==> src/rtl/button_press_gen.sv <==
// Turns a requested press count into clean button press/release pulses and tracks the predicted toggle state.
// Optional `define BUTTON_GEN_FEEDBACK_EN adds a stateful_button input and a sticky mismatch output.
module button_press_gen #(
    parameter int PRESS_CYCLES   = 2,
    parameter int RELEASE_CYCLES = 2,
    parameter int CNT_W          = 4
) (
    input  logic             clk,
    input  logic             rst,
    input  logic             req_valid,
    output logic             req_ready,
    input  logic [CNT_W-1:0] req_presses,
    output logic             button,
    output logic             busy,
    output logic             done,
`ifdef BUTTON_GEN_FEEDBACK_EN
    input  logic             stateful_button,
    output logic             mismatch,
`endif
    output logic             model_state
);

    localparam int PH_MAX = (PRESS_CYCLES > RELEASE_CYCLES) ? PRESS_CYCLES : RELEASE_CYCLES;
    localparam int PH_W   = (PH_MAX > 1) ? $clog2(PH_MAX) : 1;
    localparam logic [PH_W-1:0] PRESS_LAST   = PH_W'(PRESS_CYCLES - 1);
    localparam logic [PH_W-1:0] RELEASE_LAST = PH_W'(RELEASE_CYCLES - 1);

    typedef enum logic [1:0] {IDLE, PRESS, RELEASE, DONE} state_t;

    state_t           state;
    logic [PH_W-1:0]  phase;
    logic [CNT_W-1:0] remaining;

    // NOTE: every register here is updated with <= so all state moves together on the edge;
    // blocking assignments would let later statements see half-updated values.
    always_ff @(posedge clk or posedge rst) begin
        if (rst) begin
            state       <= IDLE;
            phase       <= '0;
            remaining   <= '0;
            req_ready   <= 1'b1;
            button      <= 1'b0;
            busy        <= 1'b0;
            done        <= 1'b0;
            model_state <= 1'b0;
`ifdef BUTTON_GEN_FEEDBACK_EN
            mismatch    <= 1'b0;
`endif
        end else begin
            case (state)
                IDLE: begin
                    if (req_valid && req_ready) begin
                        req_ready <= 1'b0;
                        phase     <= '0;
`ifdef BUTTON_GEN_FEEDBACK_EN
                        mismatch  <= 1'b0;
`endif
                        if (req_presses != '0) begin
                            state       <= PRESS;
                            remaining   <= req_presses;
                            button      <= 1'b1;
                            busy        <= 1'b1;
                            model_state <= ~model_state;
                        end else begin
                            state <= DONE;
                            done  <= 1'b1;
                        end
                    end
                end
                PRESS: begin
                    if (phase == PRESS_LAST) begin
                        phase  <= '0;
                        state  <= RELEASE;
                        button <= 1'b0;
                    end else begin
                        phase <= phase + 1'b1;
                    end
                end
                RELEASE: begin
                    if (phase == RELEASE_LAST) begin
                        phase     <= '0;
                        remaining <= remaining - 1'b1;
`ifdef BUTTON_GEN_FEEDBACK_EN
                        if (stateful_button != model_state)
                            mismatch <= 1'b1;
`endif
                        // remaining==1 here means the press just finished was the last one
                        if (remaining == CNT_W'(1)) begin
                            state <= DONE;
                            busy  <= 1'b0;
                            done  <= 1'b1;
                        end else begin
                            state       <= PRESS;
                            button      <= 1'b1;
                            model_state <= ~model_state;
                        end
                    end else begin
                        phase <= phase + 1'b1;
                    end
                end
                DONE: begin
                    state     <= IDLE;
                    done      <= 1'b0;
                    req_ready <= 1'b1;
                end
                default: state <= IDLE;
            endcase
        end
    end

endmodule
==> config.mk <==
export PLATFORM = sky130hd
export DESIGN_NAME = button_press_gen
export DESIGN_NICKNAME = d
export VERILOG_FILES = /design/src/rtl/button_press_gen.sv
export SDC_FILE = /design/constraint.sdc
export NUM_CORES = 1
export LEC_CHECK = 0
export CORE_MARGIN = 2
export CORE_UTILIZATION = 55
export CTS_BUF_LIST = sky130_fd_sc_hd__clkbuf_8
export CTS_CLUSTER_SIZE = 40
export DETAILED_ROUTE_END_ITERATION = 16
export GPL_TIMING_DRIVEN = 0
export PLACE_DENSITY = 0.8
export SETUP_SLACK_MARGIN = 0.5
export SYNTH_ARGS = -nofsm -noshare
export SYNTH_HDL_FRONTEND = slang
export SYNTH_SLANG_ARGS = --single-unit
==> constraint.sdc <==
create_clock -name clk -period 2.3 [get_ports clk]
set_input_delay 0.23 -clock clk [delete_from_list [all_inputs] [get_ports clk]]
set_output_delay 0.23 -clock clk [all_outputs]
set_load 0.02 [all_outputs]
==> impl_metrics.env, run 1 <==
export IMPL_postCtsHoldBufs=0
export IMPL_postLayoutCellArea_um2=1220
export IMPL_core_um2=1470
export IMPL_drc=0
export IMPL_grt_pass1_wl_um=3000
export IMPL_insertedDiodeCount=0
export IMPL_synth_nets=96
export IMPL_cts_tree="yes"
export IMPL_tns_ns=0
export IMPL_leakage_uw=0.000521
export IMPL_numClockSinks=12
export IMPL_post_place_ws_ns=0.164
export IMPL_ys_types=31
export IMPL_slew_viol_final=0
export IMPL_max_clock_path_buffers=2
export IMPL_die_area_um2=1880
export IMPL_dr_first_iter_drc_count=27
export IMPL_ys_ff_latch=12
export IMPL_clock_root_buffer="clkbuf_8"
export IMPL_dp_cells=109
export IMPL_path_clk_slew_ns=0.06
export IMPL_crit_family="buffers and inverters"
export IMPL_die_width_um=43.3
export IMPL_insertion_delay_ns=0.24
export IMPL_wl_um=2100
export IMPL_num_rows=14
export IMPL_vias=739
export IMPL_fin_skew_ns=0.00313
export IMPL_powerDensity_nw_per_um2=1600
export IMPL_grt_overflow=0
export IMPL_placed_area_um2=982
export IMPL_period_minus_slack_ns=1.80
export IMPL_endpoint_kind="flip-flop"
export IMPL_finish_net_count=125
export IMPL_final_cell_count_no_fill=126
export IMPL_ff_latch_area_um2=302
export IMPL_cts_buffers=3
export IMPL_synthCells=82
export IMPL_die_height_um=43.3
export IMPL_globalplace_congestion=0.753
export IMPL_multi_input_area_um2=574
export IMPL_portBuffers=11
export IMPL_status="completed"
export IMPL_hold_viol=0
export IMPL_final_util=0.828
export IMPL_ant_nets=0
export IMPL_worstMarginPinSlew_ns=0.498
export IMPL_h_tree_depth=1
export IMPL_peakVddDrop_v=0.00111
export IMPL_crit_path_start_kind="flip-flop"
export IMPL_yosys_warnings=0
export IMPL_io_pins=12
export IMPL_setup_viol=0
export IMPL_cpPeakStageDelay_ns=0.39
export IMPL_fmax_mhz=556
export IMPL_grt_use_total=0.217
export IMPL_wl_per_cell_um=16.6
export IMPL_required_ns=2.43
export IMPL_path_cells="inv_2 > ha_4 > buf_6 > buf_8 > nor2_4 > a2111oi_4 > buf_6 > mux2i_1 > nand2_1"
export IMPL_initial_core_util=0.578
export IMPL_worstSetupPathType="flip-flop to flip-flop"
export IMPL_crit_start="state[0]"
export IMPL_min_path_type="input pin to asynchronous set/reset pin"
export IMPL_crit_buf_inv=4
export IMPL_arrival_ns=1.93
export IMPL_reg2reg_from="state[0]"
export IMPL_areaGrowthSynthToFinish_pct=43.2
export IMPL_crit_top_cell="buf_6"
export IMPL_drive_gt1_frac=0.327
export IMPL_rsz0062_at_grt="true"
export IMPL_syn_area_per_cell_um2=10.4
export IMPL_synth_seq_area_share=0.354
export IMPL_grt_max_degree=13
export IMPL_cap_violations=0
export IMPL_crit_path_max_fanout=6
export IMPL_fill_cells=89
export IMPL_finalCritPeriodShare=0.782
export IMPL_vias_per_cell=5.87
export IMPL_hpwlAfterDp_um=1210
export IMPL_drtPass1Iterations=4
export IMPL_timing_slew_headroom=0.668
export IMPL_grt_pass1_vias=700
export IMPL_grt_antenna_before_repair=0
export IMPL_netlist_area_um2=851
export IMPL_slowest_stage="dfrtp_1"
export IMPL_setup_slack_ns=0.501
-- synthesized netlist by cell type --
library cell | number | area [um^2]
nor2_1 | 3 | 11.3
mux2_1 | 1 | 11.3
a21o_1 | 2 | 15.0
dfrtp_1 | 11 | 275
mux2i_1 | 3 | 30.0
a32oi_1 | 1 | 8.76
clkbuf_1 | 1 | 3.75
a21boi_4 | 1 | 18.8
nand2_4 | 1 | 11.3
a21oi_1 | 5 | 25.0
a31oi_1 | 4 | 25.0
xnor2_1 | 1 | 8.76
ha_1 | 7 | 87.6
nor4_4 | 1 | 21.3
nand2_1 | 4 | 15.0
or3_1 | 1 | 6.26
a2111oi_4 | 2 | 55.1
a2111oi_0 | 1 | 8.76
inv_1 | 9 | 33.8
o21bai_4 | 1 | 18.8
or4b_2 | 1 | 10.0
o21ai_0 | 5 | 25.0
buf_6 | 1 | 11.3
o31ai_1 | 1 | 7.51
nand2b_1 | 4 | 25.0
nor3b_1 | 2 | 15.0
nand3_1 | 1 | 5.00
nor3_1 | 2 | 10.0
and2_1 | 1 | 6.26
dfstp_2 | 1 | 26.3
nor2b_1 | 3 | 18.8
-- final cells by class --
| class | instances | area share |
|---|---|---|
| multi-input cells | 59 | 0.471 |
| flip-flops and latches | 12 | 0.247 |
| repair buffers | 24 | 0.180 |
| clock buffers | 4 | 0.0452 |
| inverters | 9 | 0.0277 |
| well taps | 16 | 0.0164 |
| plain buffers | 2 | 0.0123 |
-- sequential cells by signal, summed over array words and instances, names as in the netlist --
name and flops:
state 2, remaining 4, req_ready 1, phase 1
button 1, done 1, model_state 1, busy 1
-- what timing repair did --
| item | CTS | global route |
|---|---|---|
| endpoints found under the setup margin | 7 | 6 |
| pin swaps | 2 | 1 |
| resized for setup | 8 | 11 |
| buffers inserted | 8 | 5 |
-- worst reg2reg max path: cells and delay by family (launching register included) --
kind / cells / cell delay [ns]
buffers and inverters: 4 / 0.52
muxes: 1 / 0.19
adders and majority gates: 1 / 0.14
AOI/OAI and AO/OA: 1 / 0.36
DFF: 1 / 0.39
and+or+nand+nor: 2 / 0.10
-- per-stage QoR --
step / total power (uW) / hold slack [ns]
2_1_floorplan: 1100 / 0.0940
3_5_place_dp: 1330 / 0.461
6_report: 1950 / 0.335
5_1_grt: 2060 / 0.403
4_1_cts: 1710 / 0.324
3_3_place_gp: 1290 / 0.460
-- logic make-up after synthesis --
logic type | count (synthesis) | share of synthesized area
buffers and inverters | 11 | 0.0573
multiplexers | 4 | 0.0485
AND/OR/NAND/NOR | 24 | 0.182
XOR/XNOR | 1 | 0.0103
adder cells (fa/ha/maj) | 7 | 0.103
AO/OA/AOI/OAI | 23 | 0.244
flip-flops | 12 | 0.354
-- worst paths after layout --
path                                      to  cells after the start  slack, ns
worst max-delay path            remaining[3]                      9       0.50
worst min-delay path            remaining[3]                      2       0.34
worst max register to register  remaining[3]                      9       0.50
worst min register to register   model_state                      1       0.47
max in group asynchronous          req_ready                      2       1.61
min in group clk                 model_state                      1       0.47
-- where the power goes --
| group | internal (uW) | switching [uW] | total [uW] | leakage [uW] |
|---|---|---|---|---|
| clock network | 151 | 82.7 | 234 | 0.0000288 |
| registers | 328 | 99.9 | 428 | 0.000135 |
| logic | 656 | 629 | 1280 | 0.000357 |
-- routing by layer --
| metal | share of wire | global-route usage | wire (um) | vias to the layer above |
|---|---|---|---|---|
| met4 | 0.015 | 0.0727 | 31 | 0 |
| met2 | 0.54 | 0.400 | 1130 | 16 |
| met1 | 0.42 | 0.251 | 877 | 367 |
| li1 | - | - | - | 350 |
| met3 | 0.029 | 0.0375 | 60 | 6 |
| met5 | 0 | 0 | 0 | - |
-- cell usage in the layout, fill, tap and decap left out, types with 2 or more instances in the layout --
master | synthesis | final
dfrtp_1 | 11 | 11
clkdlybuf4s50_1 | 0 | 11
buf_4 | 0 | 11
inv_1 | 9 | 7
a21oi_1 | 5 | 5
a31oi_1 | 4 | 4
o21ai_0 | 5 | 4
nand2_1 | 4 | 4
ha_1 | 7 | 4
clkbuf_8 | 0 | 4
nand2b_1 | 4 | 3
a2111oi_4 | 2 | 3
mux2i_1 | 3 | 3
buf_6 | 1 | 2
nor2_1 | 3 | 2
inv_2 | 0 | 2
nor3_1 | 2 | 2
a21o_1 | 2 | 2
nor2b_1 | 3 | 2
ha_4 | 0 | 2
Power figures use the tool's default switching activity.
==> inputs of run 2 (changes only) <==
==> constraint.sdc (replaced) <==
create_clock -name clk -period 1.8 [get_ports clk]
set_input_delay 0.18 -clock clk [delete_from_list [all_inputs] [get_ports clk]]
set_output_delay 0.18 -clock clk [all_outputs]
set_load 0.02 [all_outputs]
==> run 2 against run 1 <==
  * Routed wire length increased by 8.0%
  * Non-clock buffer count increased by 1
  * Clock power increased by 9.4%
  * Critical path depth decreased by 1
  * Sequential share of layout area decreased by 1.1 points
  * Clock-buffer cell count decreased by 1
  * Final area increased by 5.0%
  * First-iteration DRC count decreased by 56%
  * Die area unchanged
==> impl_metrics.env, run 2 (synthesis gave the netlist of run 1 again) <==
export IMPL_status="completed"
export IMPL_fill_cells=77
export IMPL_reg2reg_depth=8
export IMPL_vias=749
export IMPL_finish_net_count=126
export IMPL_numClockSinks=12
export IMPL_io_pins=12
export IMPL_core_um2=1470
export IMPL_endpoint_kind="flip-flop"
export IMPL_reg2reg_setup_slack_ns=0.005
export IMPL_final_cell_count_no_fill=127
export IMPL_cts_buffers=3
export IMPL_setup_viol=0
export IMPL_crit_start="state[0]"
export IMPL_hpwlAfterDp_um=1260
export IMPL_die_height_um=43.3
export IMPL_areaGrowthSynthToFinish_pct=50.4
export IMPL_leakage_uw=0.000561
export IMPL_num_rows=14
export IMPL_max_flop_register="remaining"
export IMPL_vias_per_cell=5.90
export IMPL_largest_reg_flops=4
export IMPL_h_tree_depth=1
export IMPL_reg_top3="remaining x4, state x2"
export IMPL_peakVddDrop_v=0.00150
export IMPL_timing_slew_headroom=0.671
export IMPL_grt_overflow=0
export IMPL_fin_skew_ns=0.000672
export IMPL_crit_path_max_fanout=8
export IMPL_reg2reg_from="state[0]"
export IMPL_layout_common_cells="dfrtp_1, buf_4, inv_1, clkdlybuf4s50_1, buf_6"
export IMPL_cts_tree="yes"
export IMPL_hold_viol=0
export IMPL_min_path_type="input pin to asynchronous set/reset pin"
export IMPL_globalplace_congestion=0.794
export IMPL_die_area_um2=1880
export IMPL_powerDensity_nw_per_um2=2090
export IMPL_grt_use_total=0.225
export IMPL_rsz0062_at_grt="true"
export IMPL_finalCritPeriodShare=0.997
export IMPL_dp_cells=109
export IMPL_fmax_mhz=557
export IMPL_hold_ws_ns=0.256
export IMPL_setup_slack_ns=0.00461
export IMPL_insertion_delay_ns=0.24
export IMPL_layout_commonest_cell="dfrtp_1"
export IMPL_drive_gt1_frac=0.468
export IMPL_worstMarginPinSlew_ns=0.492
export IMPL_post_place_ws_ns=-0.387
export IMPL_final_util=0.870
export IMPL_slew_viol_final=0
export IMPL_wl_um=2260
export IMPL_dr_first_iter_drc_count=12
export IMPL_grt_pass1_vias=715
export IMPL_grt_pass1_wl_um=3140
export IMPL_crit_path_start_kind="flip-flop"
export IMPL_initial_core_util=0.578
export IMPL_insertedDiodeCount=0
export IMPL_period_minus_slack_ns=1.80
export IMPL_wl_per_cell_um=17.8
export IMPL_arrival_ns=1.92
export IMPL_grt_max_degree=13
export IMPL_cap_violations=0
export IMPL_clock_root_buffer="clkbuf_8"
export IMPL_grt_antenna_before_repair=0
export IMPL_die_width_um=43.3
export IMPL_required_ns=1.93
export IMPL_max_clock_path_buffers=2
export IMPL_ant_nets=0
export IMPL_portBuffers=11
export IMPL_tns_ns=0
export IMPL_worstSetupPathType="flip-flop to flip-flop"
export IMPL_drtPass1Iterations=4
export IMPL_path_clk_slew_ns=0.05
export IMPL_drc=0
export IMPL_postCtsHoldBufs=0
==> run 2: cell count changes in the layout (fill, tap and decap cells not counted), sizes merged <==
cell / change
buf: +1
inv: +1
clkdlybuf4s50: -6
dlygate4sd2: +4
dlymetal6s2s: +1
==> run 2: through the flow <==
step                total power [uW]  instance area [um^2]
finish                          2680                  1280
global placement                1800                  1040
floorplan                       1550                   906
global route                    2830                  1280
detailed placement              1850                  1040
CTS                             2340                  1180
==> run 2: critical path, stage by stage, from the launching register on <==
cell	delay [ns]
dfrtp_1	0.39
inv_2	0.10
ha_4	0.17
buf_8	0.13
buf_4	0.14
inv_4	0.05
o21ai_2	0.06
a2111oi_4	0.31
mux2_4	0.33
==> run 2: repair_timing <==
action | CTS | global route
setup buffers | 7 | 7
resized for setup | 20 | 13
pin swaps | 8 | 5
endpoints found under the setup margin | 16 | 13
==> run 2: worst paths after layout <==
check                          endpoint
max reg2reg                        done
min                        remaining[3]
max                                done
max in group asynchronous      state[1]
min reg2reg                 model_state
min in group clk                   busy
==> run 2: area by class of cell <==
| type | count | area [um^2] | share of cell area |
|---|---|---|---|
| plain buffers | 2 | 20.0 | 0.0156 |
| clock buffers | 3 | 41.3 | 0.0323 |
| clock inverters | 1 | 3.75 | 0.00293 |
| inverters | 9 | 36.3 | 0.0283 |
| multi-input cells | 59 | 629 | 0.492 |
| flip-flops and latches | 12 | 303 | 0.237 |
| well taps | 16 | 20.0 | 0.0156 |
| repair buffers | 25 | 226 | 0.177 |
==> run 2: per-layer routing <==
layer  share of wire  wire (um)  GRT usage
met5               0          0          0
met4           0.029         66      0.109
met2            0.53       1210      0.385
met3           0.033         74     0.0333
met1            0.40        913      0.276
==> run 2: where the power goes <==
| part | switching, uW | total [uW] | internal [uW] |
|---|---|---|---|
| registers | 159 | 580 | 421 |
| logic | 896 | 1840 | 947 |
| clock network | 105 | 256 | 151 |
